$ cat config.mk
export PLATFORM = sky130hd
export DESIGN_NAME = arbitro_acumulador
export DESIGN_NICKNAME = d
export VERILOG_FILES = /design/src/rtl/arbitro_acumulador_pkg.sv /design/src/rtl/arbitro_acumulador_sat.sv /design/src/rtl/arbitro_acumulador.sv
export SDC_FILE = /design/constraint.sdc
export NUM_CORES = 1
export LEC_CHECK = 0
export BUFFER_PORTS_ARGS = -buffer_cell sky130_fd_sc_hd__buf_2
export CAP_MARGIN = 20
export CORE_MARGIN = 10
export CORE_UTILIZATION = 45
export DETAILED_ROUTE_END_ITERATION = 6
export GPL_TIMING_DRIVEN = 1
export PLACE_DENSITY = 0.68
export SLEW_MARGIN = 20
export SYNTH_ARGS = -nofsm -noshare
export SYNTH_HDL_FRONTEND = slang
export SYNTH_SLANG_ARGS = --single-unit
$ cat constraint.sdc
create_clock -name clk -period 2.7 [get_ports clk]
set_clock_uncertainty 0.2 [all_clocks]
set_input_delay 0.54 -clock clk [delete_from_list [all_inputs] [get_ports clk]]
set_output_delay 0.54 -clock clk [all_outputs]
set_load 0.05 [all_outputs]
$ cat src/rtl/arbitro_acumulador_pkg.sv
// Shared constants for the round-robin accumulator arbiter: widths, saturation limit
// and the FSM state encoding.
package arbitro_acumulador_pkg;

    localparam int W_IN    = 10;
    localparam int W_RES   = 8;
    localparam int W_LEN   = 4;
    localparam int W_ACC   = W_IN + W_LEN;
    localparam int SAT_MAX = (1 << W_RES) - 1;

    typedef enum logic [1:0] {
        ST_IDLE  = 2'd0,
        ST_CLEAR = 2'd1,
        ST_ACCUM = 2'd2,
        ST_DONE  = 2'd3
    } state_e;

endpackage

$ cat src/rtl/arbitro_acumulador_sat.sv
// Unsigned burst accumulator wide enough never to wrap; the sum is clamped to the
// result width only on the way out.
module acumulador_sat #(
    parameter int W_IN  = arbitro_acumulador_pkg::W_IN,
    parameter int W_RES = arbitro_acumulador_pkg::W_RES,
    parameter int W_LEN = arbitro_acumulador_pkg::W_LEN
) (
    input  logic             clk,
    input  logic             i_rs,
    input  logic             i_clr,
    input  logic             i_en,
    input  logic [W_IN-1:0]  i_data,
    output logic [W_RES-1:0] o_res,
    output logic             o_ovf
);
    import arbitro_acumulador_pkg::*;

    localparam int ACC_W = W_IN + W_LEN;
    localparam logic [ACC_W-1:0] SAT_LIM = {{(ACC_W-W_RES){1'b0}}, {W_RES{1'b1}}};

    logic [ACC_W-1:0] acc_q;
    logic [ACC_W-1:0] acc_d;

    always_comb begin
        acc_d = acc_q;
        if (i_clr) begin
            acc_d = '0;
        end else if (i_en) begin
            acc_d = acc_q + ACC_W'(i_data);
        end
    end

    always_ff @(posedge clk or negedge i_rs) begin
        if (!i_rs) begin
            acc_q <= '0;
        end else begin
            acc_q <= acc_d;
        end
    end

    assign o_ovf = (acc_q > SAT_LIM);
    assign o_res = o_ovf ? SAT_LIM[W_RES-1:0] : acc_q[W_RES-1:0];

endmodule

$ cat src/rtl/arbitro_acumulador.sv
// Round-robin arbiter that lends one saturating accumulator to N_REQ burst requesters
// and returns each burst's clamped sum tagged with the owner id.
module arbitro_acumulador #(
    parameter int  W_IN  = arbitro_acumulador_pkg::W_IN,
    parameter int  W_RES = arbitro_acumulador_pkg::W_RES,
    parameter int  N_REQ = 2,
    parameter int  W_LEN = arbitro_acumulador_pkg::W_LEN,
    localparam int W_ID  = (N_REQ > 1) ? $clog2(N_REQ) : 1
) (
    input  logic                   clk,
    input  logic                   i_rs,
    input  logic [N_REQ-1:0]       i_req,
    input  logic [N_REQ*W_LEN-1:0] i_len,
    input  logic [N_REQ*W_IN-1:0]  i_data,
    input  logic [N_REQ-1:0]       i_valid,
    output logic [N_REQ-1:0]       o_ready,
    output logic [N_REQ-1:0]       o_grant,
    output logic [W_RES-1:0]       o_res,
    output logic                   o_res_valid,
    output logic [W_ID-1:0]        o_res_id,
    output logic                   o_ovf
);
    import arbitro_acumulador_pkg::*;

    state_e           state_q, state_d;
    logic [W_ID-1:0]  gnt_q, gnt_d;
    logic [W_ID-1:0]  last_q, last_d;
    logic [W_LEN-1:0] cnt_q, cnt_d;
    logic [W_RES-1:0] res_q, res_d;
    logic [W_ID-1:0]  res_id_q, res_id_d;
    logic             ovf_q, ovf_d;

    logic             any_req;
    logic [W_ID-1:0]  winner;
    logic [W_ID-1:0]  rr_idx;
    logic [W_LEN-1:0] len_win;
    logic [W_IN-1:0]  data_g;
    logic             valid_g;
    logic [N_REQ-1:0] gnt_oh;
    logic             acc_clr, acc_en;
    logic [W_RES-1:0] acc_res;
    logic             acc_ovf;

    // Walk from the highest offset down so the requester right after last_q wins last.
    always_comb begin
        any_req = 1'b0;
        winner  = '0;
        rr_idx  = '0;
        for (int i = N_REQ; i >= 1; i--) begin
            rr_idx = W_ID'((int'(last_q) + i) % N_REQ);
            if (i_req[rr_idx]) begin
                any_req = 1'b1;
                winner  = rr_idx;
            end
        end
    end

    always_comb begin
        len_win = '0;
        data_g  = '0;
        valid_g = 1'b0;
        for (int k = 0; k < N_REQ; k++) begin
            if (winner == W_ID'(k)) begin
                len_win = i_len[k*W_LEN +: W_LEN];
            end
            if (gnt_q == W_ID'(k)) begin
                data_g  = i_data[k*W_IN +: W_IN];
                valid_g = i_valid[k];
            end
        end
    end

    assign gnt_oh = N_REQ'(1) << gnt_q;

    always_comb begin
        state_d     = state_q;
        gnt_d       = gnt_q;
        last_d      = last_q;
        cnt_d       = cnt_q;
        res_d       = res_q;
        res_id_d    = res_id_q;
        ovf_d       = ovf_q;
        acc_clr     = 1'b0;
        acc_en      = 1'b0;
        o_grant     = '0;
        o_ready     = '0;
        o_res_valid = 1'b0;
        o_res       = res_q;
        o_res_id    = res_id_q;
        o_ovf       = ovf_q;
        unique case (state_q)
            ST_IDLE: begin
                if (any_req) begin
                    gnt_d   = winner;
                    cnt_d   = len_win;
                    state_d = ST_CLEAR;
                end
            end
            ST_CLEAR: begin
                o_grant = gnt_oh;
                acc_clr = 1'b1;
                state_d = (cnt_q == '0) ? ST_DONE : ST_ACCUM;
            end
            ST_ACCUM: begin
                o_grant = gnt_oh;
                o_ready = gnt_oh;
                if (valid_g) begin
                    acc_en = 1'b1;
                    cnt_d  = cnt_q - W_LEN'(1);
                    if (cnt_q == W_LEN'(1)) begin
                        state_d = ST_DONE;
                    end
                end
            end
            ST_DONE: begin
                // Result is presented straight from the accumulator and captured for holding.
                o_grant     = gnt_oh;
                o_res_valid = 1'b1;
                o_res       = acc_res;
                o_res_id    = gnt_q;
                o_ovf       = acc_ovf;
                res_d       = acc_res;
                res_id_d    = gnt_q;
                ovf_d       = acc_ovf;
                last_d      = gnt_q;
                state_d     = ST_IDLE;
            end
            default: state_d = ST_IDLE;
        endcase
    end

    always_ff @(posedge clk or negedge i_rs) begin
        if (!i_rs) begin
            state_q  <= ST_IDLE;
            gnt_q    <= '0;
            last_q   <= W_ID'(N_REQ - 1);
            cnt_q    <= '0;
            res_q    <= '0;
            res_id_q <= '0;
            ovf_q    <= 1'b0;
        end else begin
            state_q  <= state_d;
            gnt_q    <= gnt_d;
            last_q   <= last_d;
            cnt_q    <= cnt_d;
            res_q    <= res_d;
            res_id_q <= res_id_d;
            ovf_q    <= ovf_d;
        end
    end

    acumulador_sat #(
        .W_IN  (W_IN),
        .W_RES (W_RES),
        .W_LEN (W_LEN)
    ) u_acc (
        .clk    (clk),
        .i_rs   (i_rs),
        .i_clr  (acc_clr),
        .i_en   (acc_en),
        .i_data (data_g),
        .o_res  (acc_res),
        .o_ovf  (acc_ovf)
    );

endmodule

Word-level counts from Yosys, hierarchy flattened
Cells that the tools add are included.
Word-level totals
  register bits: 32
  output and inout bits: 15
  word-level logic and storage cells: 62
Operators by class
  add/subtract/negate cells: 4
  order comparisons: 3
  equal/unequal tests: 7
  shift operators: 1
  multiplexer cells: 31
  reduce and logical (&&, ||, !) cells: 8
Operator list (number)
  14-bit two-way mux: 2
  1-bit two-way mux: 16
  8-bit two-way mux: 2
  14-bit by 10-bit adder with 14-bit output: 1
  14-bit by 8-bit greater-than comparator with 1-bit output (second input constant): 1
  4-bit two-way mux: 3
  10-bit two-way mux: 1
  2-bit two-way mux: 5
  2-bit case mux with 4 select lines: 1
  4-bit case mux with 2 select lines: 1
  2-bit inequality test (second input constant): 3
  3-bit AND reduction: 2
  2-bit == test (second input constant): 2
  4-bit by 1-bit == test with 1-bit output (second input constant): 1
  4-bit logical NOT: 1
  1-bit by 2-bit less-than comparator with 1-bit output (second input constant): 2
  2-bit nonzero test: 2
  4-bit by 1-bit subtractor with 4-bit output (second input constant): 1
  3-bit OR reduction: 1
  1-bit adder (second input constant): 2
  2-bit by 1-bit == test with 1-bit output (second input constant): 1
  2-bit logical NOT: 1
  2-bit AND reduction: 1
  1-bit by 1-bit << shifter with 2-bit output (first input constant): 1

Longest topological paths before layout
  depth in word-level cells: 8
  depth in mapped cells: 10
  mapped depth without buffers: 9

Modules after synthesis
A second synthesis with hierarchy kept.
Unflattened totals
  cells, all modules: 237
  area total of the unflattened synthesis: 2337.2 sq um
Modules (own cells, without submodules)
  arbitro_acumulador: times used 1, cells an instance 103, area an instance 1179.9 sq um, sequential area each 451.7 sq um
  acumulador_sat: times used 1, cells an instance 134, area an instance 1157.4 sq um, sequential area each 350.3 sq um

Worst setup path after synthesis
Ideal clock, no wire load.
  path type: register to output
  start: reg state_q[0]
  end: out o_res_id
  arrival time: 2231 ps
  setup slack: -271 ps
  cell stages (with the launch flop): 4
  path buffers: 1
  cell sequence: dfrtp_1 ha_1 clkbuf_1 o21ai_0
On the way
  cells in the longest elaborated chain, start to end: 2
RTL lines
  from (decl): line arbitro_acumulador.sv:25  | state_e state_q, state_d;
  from (signal assigned): line arbitro_acumulador.sv:142  | state_q <= state_d;
  2-bit == test: line arbitro_acumulador.sv:91  | unique case (state_q)
  1-bit two-way mux
  to (decl): line arbitro_acumulador.sv:20  | output logic [W_ID-1:0] o_res_id,
No other way between the ends.

Worst setup path after layout
  start: reg gnt_q
  end: reg u_acc.acc_q[10]
On the way
  cells in the longest elaborated chain, start to end: 4
  elaborated cells between the ends (all ways): 8
RTL lines
  from (decl): line arbitro_acumulador.sv:26  | logic [W_ID-1:0] gnt_q, gnt_d;
  from (signal assigned): line arbitro_acumulador.sv:143  | gnt_q <= gnt_d;
  10-bit two-way mux or 1-bit two-way mux (tied branches): line arbitro_acumulador.sv:66  | if (gnt_q == W_ID'(k)) begin
  14-bit by 10-bit adder with 14-bit output or 1-bit two-way mux (tied branches): line arbitro_acumulador_sat.sv:29, arbitro_acumulador.sv:107
  14-bit two-way mux or 1-bit two-way mux (tied branches): line arbitro_acumulador_sat.sv:28, arbitro_acumulador.sv:91
  14-bit two-way mux or 2-bit nonzero test (tied branches)
  to (signal assigned): line arbitro_acumulador_sat.sv:35  | acc_q <= '0;
  to (signal assigned): line arbitro_acumulador_sat.sv:37  | acc_q <= acc_d;
  to (decl): line arbitro_acumulador_sat.sv:21  | logic [ACC_W-1:0] acc_q;
Several ways; a longest one is shown, not always the timed one. The select of a mux whose other input is x is not followed.
A chain may end at the register's enable or synchronous reset.

==> qor.txt <==
Status: completed
Top_reg_cell synth: dfrtp_1
Synth cell types: 56
Crit path buf inv count: 1
Sw Ratio: 51.6%
Grt ovf: 0
CTS H-tree depth: 2
I/O Pins: 49
Synth top area share: 33.6%
Asr flop ratio synth: 100%
MaxCap Viol Count: 0
Fin cells: 388
Initial antenna violation count: 0
Fmax: 375 MHz
Clock transition at path regs: 0.07 ns
FP Rows: 26
Setup crit start kind: register
Routed Antenna Nets: 0
Yosys warnings: 0
Top Family by Delay on Critical Path: compound AO/OA/AOI/OAI gates
Crit share post-route: 98.9%
Hold Violations, Final: 0
Critical Path AT: 2.65 ns
Gr usage total: 14.0%
Synth area leader: dfrtp_1
Slew margin rel.: 50.7%
Fin nets: 369
Largest buffer count on any clock path: 2
Final instance area: 0.00297 mm2
Largest net degree at the start of global routing: 33
Setup ws final: 0.0308 ns
Cts bufs inserted: 5
Crit path largest cell delay: 0.44 ns
Dpl hpwl: 4.47 mm
Pwr Density: 1360 mW/mm2
Dpl ws: -0.0789 ns
CP Cell Sequence: mux2_4, ha_4, inv_2, fa_2, and2b_1, o31a_1, o21ai_4, a211oi_2, mux2_1
VDD IR-drop max: 500 uV
Vias in the first global route: 2102
Actual slew at the worst max-slew pin: 0.740 ns
Worst-Skew Late Latency: 0.29 ns
Cell Area, Synth: 0.00231 mm2
Vert. Die Dim: 91.7 um
Drt pass-1 iters: 4
Fraction of layout cells with a size suffix above 1: 37.4%
Crit Path Category: register to register
CTS tree: built
Vias/cell: 5.37
Final-report setup violation count: 0
Worst Path Max Fanout: 4
Total wire length: 5.89 mm
Dpl cell area: 0.00274 mm2
Switching power: 2.08 mW
CTS sink cnt: 32
Avg Inst Size Synth: 9.10 um2
RSZ-0062 raised after global routing: true
Crit path required time: 2.68 ns
I/O Buffers: 48
Critical Path End Type: register
Post-synth EDFFs: 0
Slew Limit Fails: 0
Critical path's slowest cell: dfrtp_2
Sequential power share: 21.1%
Lkg Pwr: 1.36 nW
Clk root buf: clkbuf_8
Sequential-to-total area share from yosys stat: 34.7%
Combinational share of power: 67.2%
Starting density of the core: 45.8%
Syn Nets: 306
Layout area overhead: 28.6%
HP Class: primary input to async pin
Syn Inst Count: 254
Die ar.: 0.00840 mm2
DIE WIDTH: 91.7 um
First-pass GRT wire length: 9.70 mm
Core box area: 0.00504 mm2
Via count: 2083
Iter 0 DRT Violations: 81
Clock Power Share: 11.6%
Wire per inst: 15.2 um
Routability Congestion: 0.858
Flops & latches, synth: 32
Antenna cells: 0
Pint: 1.96 mW
Post-CTS Hold Buffers: 0
Post-route DRC: 0
Tmin final: 2.67 ns
Dpl cells: 378
Largest cells by area after synthesis: dfrtp_1, ha_1, nor2_1
==> repair_timing <==
| item | in CTS | in global routing |
|---|---|---|
| setup buffers | 0 | 2 |
| gates resized for setup | 1 | 21 |
| pin swaps | 0 | 7 |
| endpoints found under the setup margin | 1 | 5 |
==> per-layer routing <==
layer	wire, um	up-vias	GRT usage (%)
met5	0	-	0
met4	87	0	5.87
met3	304	9	3.10
met2	2850	42	22.6
met1	2640	995	17.5
li1	-	1037	-
==> state kept, by name, indices dropped and copies added (netlist names) <==
name	cells
u_acc.acc_q	14
res_q	8
cnt_q	4
state_q	2
gnt_q	1
last_q	1
ovf_q	1
res_id_q	1
==> layout by cell type, fill, tap and decap left out, types with 3 or more instances in the layout <==
cell      count
mux2_2        9
a21o_1        4
a211oi_2      3
dfrtp_1      30
nor2_1       35
clkbuf_8      5
ha_1         14
a21oi_2      10
inv_1        12
o21ai_0       5
and3_1        6
mux2i_1       4
buf_2        48
nor2b_1       6
buf_4        16
nor3b_1       3
nand2_1      17
nand3_1       7
a21oi_1      15
ha_4          3
nor3_1        4
mux2_1        4
==> synthesized netlist by cell type, drive strengths merged (2+ instances only) <==
cell	instances
and3	6
mux2i	6
a22o	2
ha	17
nand2b	3
nor3b	3
a2111oi	2
a211oi	5
mux2	14
o31a	2
nor2b	6
nor4	3
buf	4
nor3	4
dfrtp	31
and2	2
o21ai	9
nor2	36
clkbuf	7
nand2	17
nand4	2
o2111ai	2
nand3	7
inv	14
a21oi	26
a311o	2
a21o	4
==> final timing paths <==
kind | slack [ns] | from | depth (start not counted) | end
max | 0.03 | gnt_q | 9 | u_acc.acc_q[10]
min | 0.10 | i_rs | 1 | u_acc.acc_q[4]
max reg2reg | 0.03 | gnt_q | 9 | u_acc.acc_q[10]
min reg2reg | 0.29 | last_q | 2 | last_q
max in group asynchronous | 1.67 | i_rs | 1 | gnt_q
min in group clk | 0.29 | last_q | 2 | last_q
==> metrics by stage <==
stage	hold WS (ns)	util [%]	total power, mW	setup TNS (ns)
after floorplan	0.0444	-	2.80	-0.0424
after global placement	0.276	54.4	3.40	-0.122
after detailed placement	0.291	54.4	3.45	-0.252
after CTS	0.137	56.7	3.93	0
after global routing	0.184	59.0	4.34	-0.126
final	0.103	59.0	4.04	0
==> layout make-up <==
cell class,count,area (um2)
clock buffers,5,68.8
clock inverters,3,42.5
fillers,466,2070
inverters,14,52.6
multi-input cells,197,1520
flip-flops and latches,32,803
well taps,70,87.6
repair buffers,67,403
==> power groups by stage <==
stage                     clock network, mW  logic (mW)  registers (mW)
after floorplan                           0        2.01           0.794
after global placement                    0        2.56           0.839
after detailed placement                  0        2.60           0.846
after CTS                             0.480        2.62           0.838
after global routing                  0.500        2.97           0.875
final                                 0.470        2.72           0.854
==> logic make-up after synthesis <==
group / share of synthesized area, %
simple gates: 19.5
compound gates: 20.1
flops: 34.7
buf+inv: 5.20
mux: 9.96
fa+ha+maj: 10.1
xor+xnor: 0.379
Power figures use the tool's default switching activity.
